## src/rtl/if_fetch_pkg.sv

```systemverilog
// Shared fetch-side definitions: bus widths, IF state encodings, prefetch entry layout.
// The entry carries a fault bit only when IBUS_ERR_EN is defined.
package if_fetch_pkg;

    localparam int InstAddrBus = 32;
    localparam int InstBus     = 32;

    localparam logic [InstBus-1:0] ZeroWord     = 32'h0000_0000;
    localparam logic               NoStop       = 1'b0;
    localparam logic               BranchEnable = 1'b1;

    typedef enum logic [1:0] {
        IF_IDLE  = 2'd0,
        IF_RUN   = 2'd1,
        IF_DRAIN = 2'd2
    } if_state_e;

    typedef struct packed {
`ifdef IBUS_ERR_EN
        logic                   fault;
`endif
        logic [InstAddrBus-1:0] pc;
        logic [InstBus-1:0]     inst;
    } fetch_ent_t;

    function automatic logic [InstAddrBus-1:0] word_align(input logic [InstAddrBus-1:0] a);
        return {a[InstAddrBus-1:2], 2'b00};
    endfunction

endpackage

```

## src/rtl/if_fetch_if.sv

```systemverilog
// Instruction bus (req/gnt/rvalid). master = fetch unit, slave = memory side.
// ibus_err_i exists only when IBUS_ERR_EN is defined.
interface if_fetch_if;
    import if_fetch_pkg::*;

    logic                   ibus_req_o;
    logic [InstAddrBus-1:0] ibus_addr_o;
    logic                   ibus_gnt_i;
    logic                   ibus_rvalid_i;
    logic [InstBus-1:0]     ibus_rdata_i;
`ifdef IBUS_ERR_EN
    logic                   ibus_err_i;
`endif

    modport master (
        output ibus_req_o, ibus_addr_o,
`ifdef IBUS_ERR_EN
        input  ibus_err_i,
`endif
        input  ibus_gnt_i, ibus_rvalid_i, ibus_rdata_i
    );

    modport slave (
        input  ibus_req_o, ibus_addr_o,
`ifdef IBUS_ERR_EN
        output ibus_err_i,
`endif
        output ibus_gnt_i, ibus_rvalid_i, ibus_rdata_i
    );

endinterface

```

## src/rtl/if_fetch_fifo.sv

```systemverilog
// Prefetch FIFO of fetch entries with synchronous clear; head is combinational.
// Latency: one cycle push-to-head. No internal backpressure: caller never pushes into a full FIFO unless popping.
module if_fetch_fifo #(
    parameter int DEPTH = 2,
    parameter int W     = 64,
    parameter int CNT_W = 4
) (
    input  logic             clk,
    input  logic             rst,
    input  logic             clear,
    input  logic             push,
    input  logic [W-1:0]     push_dat,
    input  logic             pop,
    output logic [W-1:0]     pop_dat,
    output logic             empty,
    output logic [CNT_W-1:0] cnt
);

    localparam int AW = (DEPTH > 1) ? $clog2(DEPTH) : 1;

    logic [W-1:0]  mem [DEPTH];
    logic [AW-1:0] wr_ptr;
    logic [AW-1:0] rd_ptr;

    always_ff @(posedge clk) begin
        if (push && !clear) begin
            mem[wr_ptr] <= push_dat;
        end
    end

    // Full with simultaneous push and pop is legal: both pointers advance, count holds.
    always_ff @(posedge clk or negedge rst) begin
        if (!rst) begin
            wr_ptr <= '0;
            rd_ptr <= '0;
            cnt    <= '0;
        end else if (clear) begin
            wr_ptr <= '0;
            rd_ptr <= '0;
            cnt    <= '0;
        end else begin
            if (push) begin
                wr_ptr <= wr_ptr + 1'b1;
            end
            if (pop) begin
                rd_ptr <= rd_ptr + 1'b1;
            end
            cnt <= cnt + CNT_W'(push) - CNT_W'(pop);
        end
    end

    assign pop_dat = mem[rd_ptr];
    assign empty   = (cnt == '0);

endmodule

```

## src/rtl/if_fetch.sv

```systemverilog
// In-order instruction fetch into a small prefetch FIFO feeding IF/ID; optional IBUS_ERR_EN fault path.
// Latency: first instruction valid two cycles after the first granted request (gnt + 1-cycle rvalid).
// Backpressure: stalled[1] holds the head; requests throttle on FIFO space plus outstanding count.
module if_fetch
    import if_fetch_pkg::*;
#(
    parameter logic [31:0] RESET_PC        = 32'h0000_0000,
    parameter int          FIFO_DEPTH      = 2,
    parameter int          MAX_OUTSTANDING = 2
) (
    input  logic                   clk,
    input  logic                   rst,
    input  logic [5:0]             stalled,
    input  logic [5:0]             flush,
    input  logic                   ex_branch_flag_i,
    input  logic [InstAddrBus-1:0] ex_branch_addr_i,
    if_fetch_if.master             ibus,
    output logic [InstAddrBus-1:0] pc_o,
    output logic [InstBus-1:0]     inst_o,
`ifdef IBUS_ERR_EN
    output logic                   inst_fault_o,
`endif
    output logic                   inst_valid_o
);

    localparam int CW = $clog2(FIFO_DEPTH + MAX_OUTSTANDING + 1) + 1;

    if_state_e              state_q, state_d;
    logic [InstAddrBus-1:0] fetch_pc_q;
    logic [InstAddrBus-1:0] resp_pc_q;
    logic [InstAddrBus-1:0] stale_addr_q;
    logic                   stale_q;
    logic                   pend_q;
    logic [CW-1:0]          outst_q, outst_d;
    logic [CW-1:0]          discard_q, discard_d;
    logic [CW-1:0]          fifo_cnt;
    logic                   fifo_empty;
    fetch_ent_t             push_ent, head_ent;

    logic redirect, can_issue, req, gnt_fire, rvalid, rsp_drop, push, pop, fault_blk;
    logic unused_bits;

    assign unused_bits = ^{stalled[5:2], stalled[0], flush[5:1], ex_branch_addr_i[1:0]};

`ifdef IBUS_ERR_EN
    logic fault_q;
    assign fault_blk = fault_q;
`else
    assign fault_blk = 1'b0;
`endif

    assign redirect = (ex_branch_flag_i == BranchEnable) | flush[0];
    assign rvalid   = ibus.ibus_rvalid_i;

    assign can_issue = (state_q != IF_IDLE) && !fault_blk
                    && ((fifo_cnt + outst_q) < CW'(FIFO_DEPTH))
                    && (outst_q < CW'(MAX_OUTSTANDING));
    // A request left ungranted must stay on the bus, whatever the issue rule now says.
    assign req      = pend_q | can_issue;
    assign gnt_fire = req & ibus.ibus_gnt_i;

    assign ibus.ibus_req_o  = req;
    assign ibus.ibus_addr_o = stale_q ? stale_addr_q : fetch_pc_q;

    assign rsp_drop = rvalid && (discard_q != '0);
    assign push     = rvalid && (discard_q == '0) && !redirect;
    assign pop      = (stalled[1] == NoStop) && !fifo_empty && !redirect;

    assign outst_d = outst_q + CW'(gnt_fire) - CW'(rvalid);
    // On redirect every request already on the bus (granted or still pending) is stale.
    assign discard_d = redirect ? (outst_q + CW'(req) - CW'(rvalid))
                                : (discard_q - CW'(rsp_drop));

    always_comb begin
        push_ent      = '0;
        push_ent.pc   = resp_pc_q;
        push_ent.inst = ibus.ibus_rdata_i;
`ifdef IBUS_ERR_EN
        push_ent.fault = ibus.ibus_err_i;
`endif
    end

    if_fetch_fifo #(
        .DEPTH (FIFO_DEPTH),
        .W     ($bits(fetch_ent_t)),
        .CNT_W (CW)
    ) u_fifo (
        .clk      (clk),
        .rst      (rst),
        .clear    (redirect),
        .push     (push),
        .push_dat (push_ent),
        .pop      (pop),
        .pop_dat  (head_ent),
        .empty    (fifo_empty),
        .cnt      (fifo_cnt)
    );

    always_ff @(posedge clk or negedge rst) begin
        if (!rst) begin
            state_q <= IF_IDLE;
        end else begin
            state_q <= state_d;
        end
    end

    always_comb begin
        state_d = state_q;
        case (state_q)
            IF_IDLE:  state_d = IF_RUN;
            IF_RUN:   if (redirect && (discard_d != '0)) state_d = IF_DRAIN;
            IF_DRAIN: if (discard_d == '0) state_d = IF_RUN;
            default:  state_d = IF_IDLE;
        endcase
    end

    always_ff @(posedge clk or negedge rst) begin
        if (!rst) begin
            fetch_pc_q   <= word_align(RESET_PC);
            resp_pc_q    <= ZeroWord;
            stale_addr_q <= ZeroWord;
            stale_q      <= 1'b0;
            pend_q       <= 1'b0;
            outst_q      <= '0;
            discard_q    <= '0;
        end else begin
            outst_q   <= outst_d;
            discard_q <= discard_d;
            pend_q    <= req && !ibus.ibus_gnt_i;

            if (redirect) begin
                fetch_pc_q <= word_align(ex_branch_addr_i);
            end else if (gnt_fire && !stale_q) begin
                fetch_pc_q <= fetch_pc_q + 32'd4;
            end

            if (redirect && req && !ibus.ibus_gnt_i) begin
                stale_q      <= 1'b1;
                stale_addr_q <= ibus.ibus_addr_o;
            end else if (gnt_fire) begin
                stale_q <= 1'b0;
            end

            // resp_pc_q tracks the pc of the next word that will be kept, in request order.
            if (redirect) begin
                resp_pc_q <= word_align(ex_branch_addr_i);
            end else if (state_q == IF_IDLE) begin
                resp_pc_q <= fetch_pc_q;
            end else if (push) begin
                resp_pc_q <= resp_pc_q + 32'd4;
            end
        end
    end

`ifdef IBUS_ERR_EN
    always_ff @(posedge clk or negedge rst) begin
        if (!rst) begin
            fault_q <= 1'b0;
        end else if (redirect) begin
            fault_q <= 1'b0;
        end else if (push && ibus.ibus_err_i) begin
            fault_q <= 1'b1;
        end
    end

    assign inst_fault_o = !fifo_empty && head_ent.fault;
`endif

    assign inst_valid_o = !fifo_empty;
    assign pc_o         = fifo_empty ? resp_pc_q : head_ent.pc;
    assign inst_o       = fifo_empty ? ZeroWord  : head_ent.inst;

endmodule

```

## src/flat_wrapper.sv

```systemverilog
// flat-port wrapper written by rule: the top's interface ports become plain ports
module if_fetch_flat import if_fetch_pkg::*;
#(
    parameter logic [31:0] RESET_PC        = 32'h0000_0000,
    parameter int          FIFO_DEPTH      = 2,
    parameter int          MAX_OUTSTANDING = 2
)
  (clk, rst, stalled, flush, ex_branch_flag_i, ex_branch_addr_i, pc_o, inst_o, inst_valid_o, ibus_ibus_req_o, ibus_ibus_addr_o, ibus_ibus_gnt_i, ibus_ibus_rvalid_i, ibus_ibus_rdata_i);
  if_fetch_if ibus_i ();
  input  logic clk;
  input  logic rst;
  input  logic [5:0] stalled;
  input  logic [5:0] flush;
  input  logic ex_branch_flag_i;
  input  logic [InstAddrBus-1:0] ex_branch_addr_i;
  output logic [InstAddrBus-1:0] pc_o;
  output logic [InstBus-1:0] inst_o;
  output logic inst_valid_o;
  output wire logic [$bits(ibus_i.ibus_req_o)-1:0] ibus_ibus_req_o;
  output wire logic [$bits(ibus_i.ibus_addr_o)-1:0] ibus_ibus_addr_o;
  input wire logic [$bits(ibus_i.ibus_gnt_i)-1:0] ibus_ibus_gnt_i;
  input wire logic [$bits(ibus_i.ibus_rvalid_i)-1:0] ibus_ibus_rvalid_i;
  input wire logic [$bits(ibus_i.ibus_rdata_i)-1:0] ibus_ibus_rdata_i;
  assign ibus_ibus_req_o = ibus_i.ibus_req_o;
  assign ibus_ibus_addr_o = ibus_i.ibus_addr_o;
  assign ibus_i.ibus_gnt_i = ibus_ibus_gnt_i;
  assign ibus_i.ibus_rvalid_i = ibus_ibus_rvalid_i;
  assign ibus_i.ibus_rdata_i = ibus_ibus_rdata_i;
  if_fetch #(.RESET_PC(RESET_PC), .FIFO_DEPTH(FIFO_DEPTH), .MAX_OUTSTANDING(MAX_OUTSTANDING)) u_core (.clk(clk), .rst(rst), .stalled(stalled), .flush(flush), .ex_branch_flag_i(ex_branch_flag_i), .ex_branch_addr_i(ex_branch_addr_i), .ibus(ibus_i), .pc_o(pc_o), .inst_o(inst_o), .inst_valid_o(inst_valid_o));
endmodule
```

## config.mk

```make
export PLATFORM = sky130hd
export DESIGN_NAME = if_fetch_flat
export DESIGN_NICKNAME = d
export VERILOG_FILES = /design/src/rtl/if_fetch_pkg.sv /design/src/rtl/if_fetch_if.sv /design/src/rtl/if_fetch_fifo.sv /design/src/rtl/if_fetch.sv /design/src/flat_wrapper.sv
export SDC_FILE = /design/constraint.sdc
export NUM_CORES = 1
export LEC_CHECK = 0
export ABC_CLOCK_PERIOD_IN_PS = 8100
export CORE_ASPECT_RATIO = 1.75
export CORE_MARGIN = 2
export CORE_UTILIZATION = 50
export CTS_CLUSTER_DIAMETER = 50
export CTS_CLUSTER_SIZE = 28
export DETAILED_ROUTE_END_ITERATION = 12
export GPL_TIMING_DRIVEN = 0
export MAX_ROUTING_LAYER = met4
export PLACE_DENSITY = 0.72
export SYNTH_ARGS = -nofsm -noshare
export SYNTH_HDL_FRONTEND = slang
export SYNTH_SLANG_ARGS = --single-unit
export TNS_END_PERCENT = 1
```

## constraint.sdc

```tcl
create_clock -name clk -period 8.1 [get_ports clk]
set_input_delay 1.62 -clock clk [delete_from_list [all_inputs] [get_ports clk]]
set_output_delay 1.62 -clock clk [all_outputs]
set_load 0.05 [all_outputs]
```

After elaboration in Yosys (flattened, before gate mapping)
Memories as Yosys holds them, arrays and structs flattened.
Cells that the tools add are included.
Widths: inputs -> output; s select.

word-level totals
  register bits after elaboration = 114
  bits in latches = 0
  bits in writable memories = 128
  memory bits (read-only) = 0
  input port bits = 81
  memories kept = 1

operators by class
  add/subtract/negate cells = 12
  multipliers = 0
  div/mod/pow operators = 0
  order comparisons = 2
  equality and inequality tests = 4
  shift-type cells = 0
  mux-type cells = 21
  bitwise operators = 4
  reductions and logical operators = 30

memory list
  memory             depth  width  rd ports  clocked after memory_dff  wr ports  RTL line             source
  u_core.u_fifo.mem  2      64     1         0                         1         if_fetch_fifo.sv:21  logic [W-1:0] mem [DEPTH];

operators by type and width
  operator               count
  $mux 32                8
  $add 32x3->32 const B  2
  $sub 4x1->4            4
  $logic_and 1x1->1      13
  $add 4x1->4            3
  $logic_not 4->1        3
  $reduce_bool 2->1      5
  $lt 4x2->1 const B     2
  $mux 1                 8
  $mux 4                 2
  $reduce_bool 4->1      2
  $pmux 2 s3             1
  $add 4x4->4            1
  $logic_not 1->1        4
  $mux 2                 2
  $ne 2x1->1 const B     2
  $reduce_bool 3->1      1
  $add 1x1->1 const B    2
  $eq 2x1->1 const B     1
  $eq 2x2->1 const B     1
  $logic_not 2->1        1
  $or 1x1->1             2
  $reduce_and 2->1       1
  $and 1x1->1            1
  $not 1->1              1

Longest topological paths before layout
Gate-level depths: netlist of run 1.

  depth after elaboration = 12
  mapped depth = 16
  gate-level depth less buffers = 15

Hierarchy
Synthesis of run 1 repeated with hierarchy kept, for this count alone.

unflattened totals
  cells, all modules = 999
  area total of the unflattened synthesis = 12176.7 µm²

modules (own cells, without submodules)
  module         instances  cells an instance  area an instance (µm²)  seq. area each (µm²)
  if_fetch       1          764                6985.4                  2627.5
  if_fetch_fifo  1          235                5191.2                  3993.8

Worst setup path after synthesis of run 1
No wires, ideal clock.

  kind = input port to flip-flop
  from = input flush[0]
  to = memory u_core.u_fifo.mem[0][0] (enable)
  setup time = 0.484 ns
  arrival = 5.039 ns
  path slack = 2.577 ns
  cell stages on the path = 4
  buffers on the path = 1
  path through = nor2_1 clkbuf_1 nand2_1 nor2_1

between the ends
  cells in the longest elaborated chain, start to end = 6

ends and longest elaborated chain
  element                         RTL line                             source
  start, declared                 flat_wrapper.sv:13                   input logic [5:0] flush;
  $or 1x1->1 *                    if_fetch.sv:52                       assign redirect = (ex_branch_flag_i == BranchEnable) | flush[0];
  $logic_not 1->1 *               if_fetch_fifo.sv:26, if_fetch.sv:66
  $logic_and 1x1->1               if_fetch.sv:66                       assign push = rvalid && (discard_q == '0) && !redirect;
  $logic_and 1x1->1 *             if_fetch_fifo.sv:26                  if (push && !clear) begin
  $mux 1 *                        if_fetch_fifo.sv:26
  $mux 1 (implied by the code) *  if_fetch_fifo.sv:27                  mem[wr_ptr] <= push_dat;
  end, declared                   if_fetch_fifo.sv:21

Every way passes the cells marked *; elsewhere a longest branch is shown, timed or not.

Worst setup path after layout of run 1
  from = register u_core.outst_q[1]
  to = output ibus_ibus_req_o

between the ends
  cells in the longest elaborated chain, start to end = 5

ends and longest elaborated chain
  element                 RTL line            source
  start, declared         if_fetch.sv:34      logic [CW-1:0] outst_q, outst_d;
  start signal, assigned  if_fetch.sv:127     outst_q <= outst_d;
  $add 4x4->4             if_fetch.sv:56      && ((fifo_cnt + outst_q) < CW'(FIFO_DEPTH))
  $lt 4x2->1              if_fetch.sv:56
  $logic_and 1x1->1       if_fetch.sv:56
  $logic_and 1x1->1 *     if_fetch.sv:57      && (outst_q < CW'(MAX_OUTSTANDING));
  $or 1x1->1 *            if_fetch.sv:59      assign req = pend_q | can_issue;
  end, declared           flat_wrapper.sv:19  output wire logic [$bits(ibus_i.ibus_req_o)-1:0] ibus_ibus_req_o;

Marks and branches as above.

==> results of run 1 <==
==> layout make-up <==
cell class              count  area, µm²  area share, %
plain buffers              55        224           1.61
flip-flops and latches    237       6560           47.1
clock inverters             7        104          0.745
well taps                 296        370           2.66
clock buffers              18        407           2.92
repair buffers            169       1740           12.5
multi-input cells         643       4450           31.9
inverters                  23       86.3          0.619
==> kinds of logic (layout without fill, tap and decap cells) <==
kind of cell / Yosys count / after routing
AOI/OAI and AO/OA: 155 / 155
xor gates and xnor gates: 55 / 55
adders and majority gates: 23 / 23
buffers and inverters: 78 / 272
DFF: 237 / 237
muxes: 124 / 124
and+or+nand+nor: 286 / 286
==> metal layers <==
layer | part of all wire (%) | GRT usage (%) | wire length (µm)
met5 | 0 | - | 0
met4 | 5.8 | 12.8 | 1580
met3 | 4.3 | 2.56 | 1190
met2 | 51 | 41.1 | 14000
met1 | 39 | 26.3 | 10600
==> worst paths after layout <==
path	endpoint	slack [ns]	cells past startpoint
worst min register to register	u_core.u_fifo.mem[0][37]$_DFFE_PP_	0.49	0
worst min-delay path	u_core.u_fifo.mem[0][37]$_DFFE_PP_	0.49	0
max in group asynchronous	u_core.fetch_pc_q[28]$_DFFE_PN0P_	6.40	2
min in group asynchronous	u_core.state_q[1]$_DFFE_PN0P_	0.98	1
worst max register to register	u_core.state_q[0]$_DFFE_PN0P_	3.09	16
worst max-delay path	ibus_ibus_req_o	2.69	6
==> state kept, by name, indices dropped and copies added, names as in the netlist <==
register	cells
u_core.state_q	2
u_core.fetch_pc_q	30
u_core.outst_q	4
u_core.pend_q	1
u_core.resp_pc_q	31
u_core.u_fifo.cnt	4
u_core.u_fifo.mem	126
u_core.stale_q	1
u_core.stale_addr_q	32
u_core.u_fifo.rd_ptr	1
u_core.discard_q	4
u_core.u_fifo.wr_ptr	1
==> stage by stage <==
step	setup WS (ns)	total power [mW]	std cells	hold slack, ns
finish	2.69	3.77	1448	0.491
global placement	-0.209	2.93	1420	0.447
detailed placement	2.51	2.96	1423	0.465
global route	2.49	3.94	1448	0.516
CTS	2.63	3.79	1448	0.489
floorplan	2.58	2.50	958	0.440
==> power by group <==
group / switching [mW] / internal, mW
Sequential: 0.133 / 1.42
Combinational: 0.867 / 0.516
Clock: 0.435 / 0.389
==> layout by cell type, fill, tap and decap left out, types with 23 or more instances in the layout <==
| cell | count |
|---|---|
| sky130_fd_sc_hd__xnor2_1 | 35 |
| sky130_fd_sc_hd__edfxtp_1 | 126 |
| sky130_fd_sc_hd__nand3_1 | 25 |
| sky130_fd_sc_hd__nor2_1 | 68 |
| sky130_fd_sc_hd__clkbuf_1 | 40 |
| sky130_fd_sc_hd__o21ai_0 | 65 |
| sky130_fd_sc_hd__clkdlybuf4s50_1 | 165 |
| sky130_fd_sc_hd__mux2_2 | 58 |
| sky130_fd_sc_hd__mux2i_1 | 66 |
| sky130_fd_sc_hd__nand2_1 | 99 |
| sky130_fd_sc_hd__dfrtp_1 | 111 |
| sky130_fd_sc_hd__a21oi_1 | 23 |
==> critical path, delay by kind of cell (launching register included) <==
kind	cells	cell delay (ns)
buf+inv	3	1.50
compound gates	1	0.74
flops	1	0.44
fa+ha+maj	1	0.54
simple gates	1	0.09
==> results, run 1 <==
- The run finished with clean final reports.
- The number of enable flip-flop cells after synthesis is ~130.
- At the pin with the least slew margin, the transition time is between 1 and 1.5 ns.
- The required time at the endpoint of the critical path is approximately 6.5 ns.
- The dominant cell type by area after synthesis is sky130_fd_sc_hd__edfxtp_1.
- Summing the sequential cell areas from Yosys gives 58.0% of the chip area.
- The placeable core region is 0.0222 mm².
- The dominant combinational cell family by area after synthesis is simple AND/OR/NAND/NOR gates.
- The die covers roughly 0.024 mm².
- In this run the most critical hold path is launched from u_core.resp_pc_q[5]$_DFFE_PN0P_.
- Headroom to the max-slew limit came out at 21.1%.
- The number of buffers created by CTS is 15.
- The number of nets in the final layout is about 1.2k.
- The via count of the first global-routing pass is 8171.
- Counting every net in the synthesized netlist gives between 1k and 1.5k.
- Dividing the detail-routed via count by the number of cells gives approximately 5.6.
- The signed area change from the synthesized netlist to the final layout is 23.3%.
- In the synthesized netlist the dominant register cell turns out to be sky130_fd_sc_hd__edfxtp_1.
- The slowest stage of the critical path belongs to the cell sky130_fd_sc_hd__clkdlybuf4s50_1.
- The number of H-tree levels is 1.
- The worst hold path belongs to the class reg -> reg.
- The filler cells instantiated in the layout total ~1.8k.
- The setup path with the least slack is of type reg -> out.
- The area fraction of the dominant cell type after synthesis is 33.4%.
- The die width is roughly 120 µm.
- The clock latency on the worst-skew pair is 0.49 ns.
- The number of inserted diodes is 0.
- The vertical extent of the die is between 200 and 250 µm.
- The longest clock path from root to sink contains 3 buffers.
- The number of setup violations in the final report is 0.
- The arrival time of the worst setup path is roughly 3.8 ns.
- The remaining design rule violation count is 0.
- Across the VDD grid, the largest voltage drop is 0.000289 V.
- After Yosys synthesis, and, or, nand and nor cells account for between 10% and 20% of the synthesized area.
- Among all cell types in the netlist, the one instantiated most often is sky130_fd_sc_hd__edfxtp_1.
- Of the total synthesized cell area, the portion taken by full adders, half adders and majority gates is 2.81%.
- The number of endpoints with negative hold slack in the final report came to 0.
- The combined global-route utilization of all metal layers is between 20% and 30%.
- The total wire length after detailed routing is 27400 µm.
- In this run the static leakage power is 5.11 nW.
- The cell count after synthesis is approximately 960.
- Dividing total power by cell area gives a power density of ~270 mW/mm².
- The max-slew violation total from the final report came to 0.
- Of all flip-flops after synthesis, the portion carrying an async set or reset was around 47%.
- Counting distinct cell types in the post-synthesis netlist gives slightly above 60.
- Input and output buffers added on the ports amount to between 150 and 200.
- The half-perimeter wire length after placement is 20400 µm.
- The fraction of final layout cells with drive strength greater than 1 is 9.03%.
- The total of cells resized after clock tree synthesis is 0.
- The final setup TNS is 0 ns.
- In this run, post-CTS hold repair placed 0 buffers.
- The post-synth design cell area is between 0.01 and 0.015 mm².
- The clock-pin transition on the worst setup and hold timing paths is around 0.10 ns.
- The initial standard-cell utilization of the core is roughly half.
- The detailed router finished its first iteration with between 400 and 500 violations.
- The final standard cell utilization of the core is 62.9%.
- Of the total synthesized cell area, the portion taken by XOR and XNOR cells is under 10%.
- The count of nets left with antenna violations once routing finished came out at 0.
- The worst path needs between 5 and 6 ns of the cycle, external delays included.
- The synthesized netlist devotes under 10% of its cell area to compound gates.
- After synthesis, the share of cell area in mux cells is a little under an eighth.
- Buffers added to address setup during post-CTS repair amount to 0.
- The number of search-and-repair iterations in the first detailed-routing pass is 5.
- For this design, the sink count on the clock tree is roughly 240.
- The commonest cells after synthesis are sky130_fd_sc_hd__edfxtp_1, sky130_fd_sc_hd__dfrtp_1, sky130_fd_sc_hd__nand2_1, sky130_fd_sc_hd__nor2_1, sky130_fd_sc_hd__mux2i_1.
- The type of destination of the critical path is a primary output.
- The startpoint identified for the worst register-to-register timing path is u_core.outst_q[1]$_DFF_PN0_.
- Global routing finished with a remaining overflow of 0.
- TritonCTS built the clock tree.
- Across the run, the number of max-cap violations was 0.
- In the post-synthesis netlist, the biggest area contributors are sky130_fd_sc_hd__edfxtp_1, sky130_fd_sc_hd__dfrtp_1, sky130_fd_sc_hd__mux2i_1.
- In this run the clock root is driven by a sky130_fd_sc_hd__clkbuf_16.
- On the worst path, the slowest cell contributes a delay of between 0.9 and 1 ns.
- 179 I/O pins were placed.
- Setup repair after global routing left no endpoint under its margin.
- Dividing the detail-routed wire length by the instance count gives between 15 and 20 µm.
- Entering global routing, the biggest net connects 88 pins.
- The congestion estimate from routability-driven global placement came to 0.878.
- The cell area after layout is between 0.01 and 0.015 mm².
- The number of antenna violations at the first check in global routing is 0.
- The detailed router placed 8136 vias in this run.
- The signal on the critical path passes through inv_1 > fa_1 > nand4_1 > o41ai_2 > clkbuf_1 > clkdlybuf4s50_1.
- A synthesized cell averages around 12 µm².
- The launching element of the worst setup path is u_core.outst_q[1]$_DFF_PN0_.
- The flop and latch count out of synthesis is roughly 240.
- The worst setup path is launched from a flop.
- After detailed placement, the total cell area comes to between 0.01 and 0.015 mm².
- The first global-routing pass estimated roughly 43000 µm of wire.
- The highest net fanout along the worst path is 10.
- The fmax is ~0.18 GHz.
- In this run the core area contains a little over 70 standard-cell rows.
- Dividing the final minimum period by the clock period gives about two thirds.
- Yosys printed 0 warnings.
- The final clock skew is 0.0223 ns.
(Power assumes the default switching activity.)
==> inputs of run 2 (changes only) <==
ABC_CLOCK_PERIOD_IN_PS = 5500   (was 8100)
clock period = 5.5 ns   (was 8.1 ns; I/O delays follow)
==> results of run 2 <==
The final DEF is identical to that of run 1. Status: finished, final reports clean.
Among the figures that moved: setup slack after placement 2.51 ns -> 0.428 ns; setup slack after layout 2.69 ns -> 0.492 ns; hold slack 0.491 ns -> 0.460 ns; end point of the critical path ibus_ibus_req_o -> u_core.state_q[0]$_DFFE_PN0P_; register-to-register setup slack 3.09 ns -> 0.49 ns; total power 3.77 mW -> 5.55 mW; worst IR drop on VDD 0.000289 V -> 0.000425 V
==> inputs of run 3 (changes only) <==
ABC_AREA = 1   (was default)
CTS_CLUSTER_SIZE = 14   (was 28)
PLACE_DENSITY = 0.71   (was 0.72)
==> run 3 against run 2 <==
Against the previous run: design area increased by 12%; flip-flop and latch count unchanged; area after synthesis increased by 13%; die area increased by 13%; global-route usage increased by 6.3 points; via count increased by 41%; utilization decreased by 1.0 points; register-to-register slack improved by 1.4 ns; count of clock-buffer cells in the layout increased by 16; worst hold slack improved by 0.016 ns; sequential share of layout area decreased by 5.1 points.
==> results, run 3 <==
- The worst setup path is captured at a primary output.
- After synthesis, the cell types taking the most area are sky130_fd_sc_hd__edfxtp_1, sky130_fd_sc_hd__dfrtp_1, sky130_fd_sc_hd__nand2_1.
- The number of buffers between clock root and the deepest sink is 3 (unchanged).
- The last weighted congestion value of the routability-driven placer was 0.970 (+10%).
- The leakage power summed over all cells is 6.84 nW (+34%).
- The number of search-and-repair iterations in the first detailed-routing pass is 6 (+1).
- The number of max-capacitance violations reported is 0 (unchanged).
- The flop and latch count out of synthesis was 237 (unchanged).
- The final critical-path share of the clock period is roughly 79%.
- Summing internal, switching and leakage power gives about 6.3 mW.
- The setup slack of the critical path after layout is ~1.2 ns.
- The clock-pin transition on the worst setup and hold timing paths is 0.06 ns (-0.04 ns).
- The number of antenna violations at the first check in global routing is 0 (unchanged).
- The final-layout fill cell count is 2308 (+28%).
- The number of vias per cell is 5.34 (-4.9%).
- The worst path in the final design needs a cycle of 4.33 ns, including I/O delays and setup.
- The total of cells resized after clock tree synthesis was 0 (unchanged).
- The final non-filler cell total is 2145 (+48%).
- The largest register by flop count is u_core.u_fifo.mem.
- The largest net degree at the start of global routing is 71 (-19%).
- The flip-flop count of the largest register, all copies and words added is 126 (unchanged).
- The initial standard-cell utilization of the core is 50.8% (-0.24 points).
- The number of inserted diodes is 0 (unchanged).
- The number of cells in the design after placement is 2109 (+48%).
- The half-perimeter wire length after placement is 30100 µm (+48%).
- The clock latency on the worst-skew pair came to 0.53 ns (+0.04 ns).
- The die width came to 125 µm (+6.2%).
- STA classifies the critical path startpoint as a flop.
- The number of port buffers is 166 (unchanged).
- The number of H-tree levels came to 1 (unchanged).
- The fraction of final layout cells with drive strength greater than 1 is 6.12% (-2.9 points).
- Timing would allow up to 0.231 GHz.
- The first-pass GRT wire length is 61200 µm (+41%).
- The biggest area contributor in the post-synthesis netlist is sky130_fd_sc_hd__edfxtp_1.
- The area growth from synthesis to layout is 21.9%.
- The cell count after synthesis is 1622 (+69%).
- The area after detailed placement was 0.0150 mm² (+12%).
- The number of endpoints with negative hold slack in the final report is 0 (unchanged).
- The final standard cell utilization of the core is 61.9% (-1.0 points).
- The number of violations reported at the end of detailed-routing iteration 0 is 755 (+58%).
- By count the netlist is led by sky130_fd_sc_hd__nand2_1, sky130_fd_sc_hd__nor2_1, sky130_fd_sc_hd__inv_1, sky130_fd_sc_hd__edfxtp_1, sky130_fd_sc_hd__dfrtp_1.
- Setup repair after global routing left no endpoint under its margin.
- The post-synth design cell area is 0.0128 mm² (+13%).
- The number of nets in the synthesized netlist came to 1726 (+63%).
- The placeable core region came to 0.0252 mm² (+14%).
- The vertical extent of the die is 216 µm (+6.3%).
- The yosys synthesis warning count is 0 (unchanged).
- The number of nets in the final layout is 1920 (+54%).
- The final setup TNS is 0 ns (unchanged).
- The number of unique standard cell types used by synthesis came to 37 (-39%).
- The area fraction of the dominant cell type after synthesis came to 29.5% (-3.9 points).
- The most used flip-flop cell after synthesis is sky130_fd_sc_hd__edfxtp_1.
- The cell area after layout is 0.0156 mm² (+12%).
- The cell row count is 77 (+6.9%).
- The part of the Yosys area used for sequential elements was 51.2% (-6.8 points).
- The tightest min-delay check is of the reg -> reg type.
- The number of primary I/O pins came to 179 (unchanged).
- The number of buffers added to fix hold violations after cts was 0 (unchanged).
- The post-CTS setup-driven buffer insertion count is 0 (unchanged).
- The largest registers in the layout are u_core.u_fifo.mem x126, u_core.stale_addr_q x32, u_core.resp_pc_q x31.
- The flip-flop and latch area is 0.00656 mm² (unchanged).
- The TritonCTS clock tree is yes.
- The average wire per standard cell is 18.2 µm (-3.7%).
- The async set-reset flop share out of synthesis was 46.8% (unchanged).
- The leftover overflow at the end of global routing is 0 (unchanged).
- The clock sink total is 237 (unchanged).
- The run finished with clean final reports.
- The clock root buffer is sky130_fd_sc_hd__clkbuf_16.
- The combined global-route utilization of all metal layers is 29.8% (+6.3 points).
- The number of nets with antenna violations after routing is 0 (unchanged).
- The worst max-slew margin expressed relative to the limit came to 46.0% (+25 points).
- For the worst setup path, the data arrival time is 3.23 ns.
- The max-slew violation total from the final report is 0 (unchanged).
- The library cells used most frequently in the layout, excluding fill and tap cells, are sky130_fd_sc_hd__nand2_1, sky130_fd_sc_hd__clkdlybuf4s50_1, sky130_fd_sc_hd__nor2_1, sky130_fd_sc_hd__inv_1, sky130_fd_sc_hd__edfxtp_1.
- The area of the die was 0.0270 mm² (+13%).
- The footprint of the multi-input gates came to 0.00528 mm² (+19%).
- The highest net fanout along the worst path was 10 (unchanged).
- The total power density per cell area is between 400 and 500 mW/mm².
- At the placement stage, the worst setup path has a slack of between 1 and 1.5 ns.
- The post-synthesis average cell area came to 7.91 µm² (-33%).
- The number of setup violations in the final report is 0 (unchanged).
- The transition time of the tightest slew-check pin was 0.808 ns (-0.369 ns).
- The most common cell in the synthesized netlist is sky130_fd_sc_hd__nand2_1.
- The total wire length after detailed routing is 39000 µm (+43%).
- The via count of the first global-routing pass was 11.7k (+43%).
- The most common library cell in the layout ignoring fill and taps is sky130_fd_sc_hd__nand2_1.
- The final-layout worst hold slack is 0.476 ns.
- The number of buffers created by CTS is 21 (+6).
- At the worst endpoint, the required time is approximately 4.4 ns.
- The remaining design rule violation count is 0 (unchanged).
- The number of enable flip-flop cells after synthesis is 126 (unchanged).
- The total number of vias came to 11.5k (+41%).
- The final clock skew is 0.0224 ns (+0.000140 ns).
- The worst-case IR drop observed on VDD is around 0.00037 V.
- The category of the critical setup timing path is reg -> out.
## run 3: worst max-delay path: stages (launching register included)
cell and delay, ns:
sky130_fd_sc_hd__dfrtp_1 0.43, sky130_fd_sc_hd__inv_1 0.20, sky130_fd_sc_hd__nand2_1 0.09, sky130_fd_sc_hd__nor2_1 0.21, sky130_fd_sc_hd__inv_2 0.12, sky130_fd_sc_hd__buf_2 0.22, sky130_fd_sc_hd__buf_1 0.27, sky130_fd_sc_hd__a31oi_1 0.30
sky130_fd_sc_hd__clkdlybuf4s50_1 0.87
## run 3: path summary, 6_finish.rpt
path                                                     start                          endpoint  slack (ns)  cells after the start
worst max-delay path            u_core.u_fifo.cnt[1]$_DFF_PN0_                          pc_o[20]        1.17                      8
worst min-delay path             u_core.state_q[0]$_DFFE_PN0P_     u_core.state_q[1]$_DFFE_PN0P_        0.48                      1
worst max register to register  u_core.u_fifo.cnt[1]$_DFF_PN0_     u_core.state_q[1]$_DFFE_PN0P_        1.90                     17
worst min register to register   u_core.state_q[0]$_DFFE_PN0P_     u_core.state_q[1]$_DFFE_PN0P_        0.48                      1
max in group asynchronous                                  rst  u_core.resp_pc_q[29]$_DFFE_PN0P_        4.28                      2
min in group asynchronous                                  rst       u_core.outst_q[0]$_DFF_PN0_        0.51                      1
## run 3: where the power goes
part / internal [mW] / switching, mW / total [mW]
combinational: 0.803 / 1.67 / 2.48
clock: 0.739 / 0.653 / 1.39
sequential: 2.13 / 0.277 / 2.41
total: 3.67 / 2.60 / 6.28
## run 3: final cells by class
| cell class | count | area share [%] |
|---|---|---|
| Inverter | 164 | 3.94 |
| Tap cell | 316 | 2.53 |
| Clock inverter | 2 | 0.0881 |
| Buffer | 75 | 2.46 |
| Clock buffer | 34 | 3.80 |
| Sequential cell | 237 | 42.0 |
| Multi-Input combinational cell | 1146 | 33.8 |
| Timing Repair Buffer | 171 | 11.4 |
## run 3: metal layers
layer	track usage (%)	part of all wire (%)	up-vias
met2	54.6	53	412
met3	2.13	4.1	122
met1	30.8	36	5310
met5	-	0	-
li1	-	-	5619
met4	18.0	6.9	0
## run 3: cells by family after synthesis
family          Yosys count  share of synthesized area, %
buf+inv                 239                          7.80
fa+ha+maj                23                          2.48
simple gates            895                          28.6
flops                   237                          51.2
xor+xnor                 17                          1.16
compound gates          211                          8.79
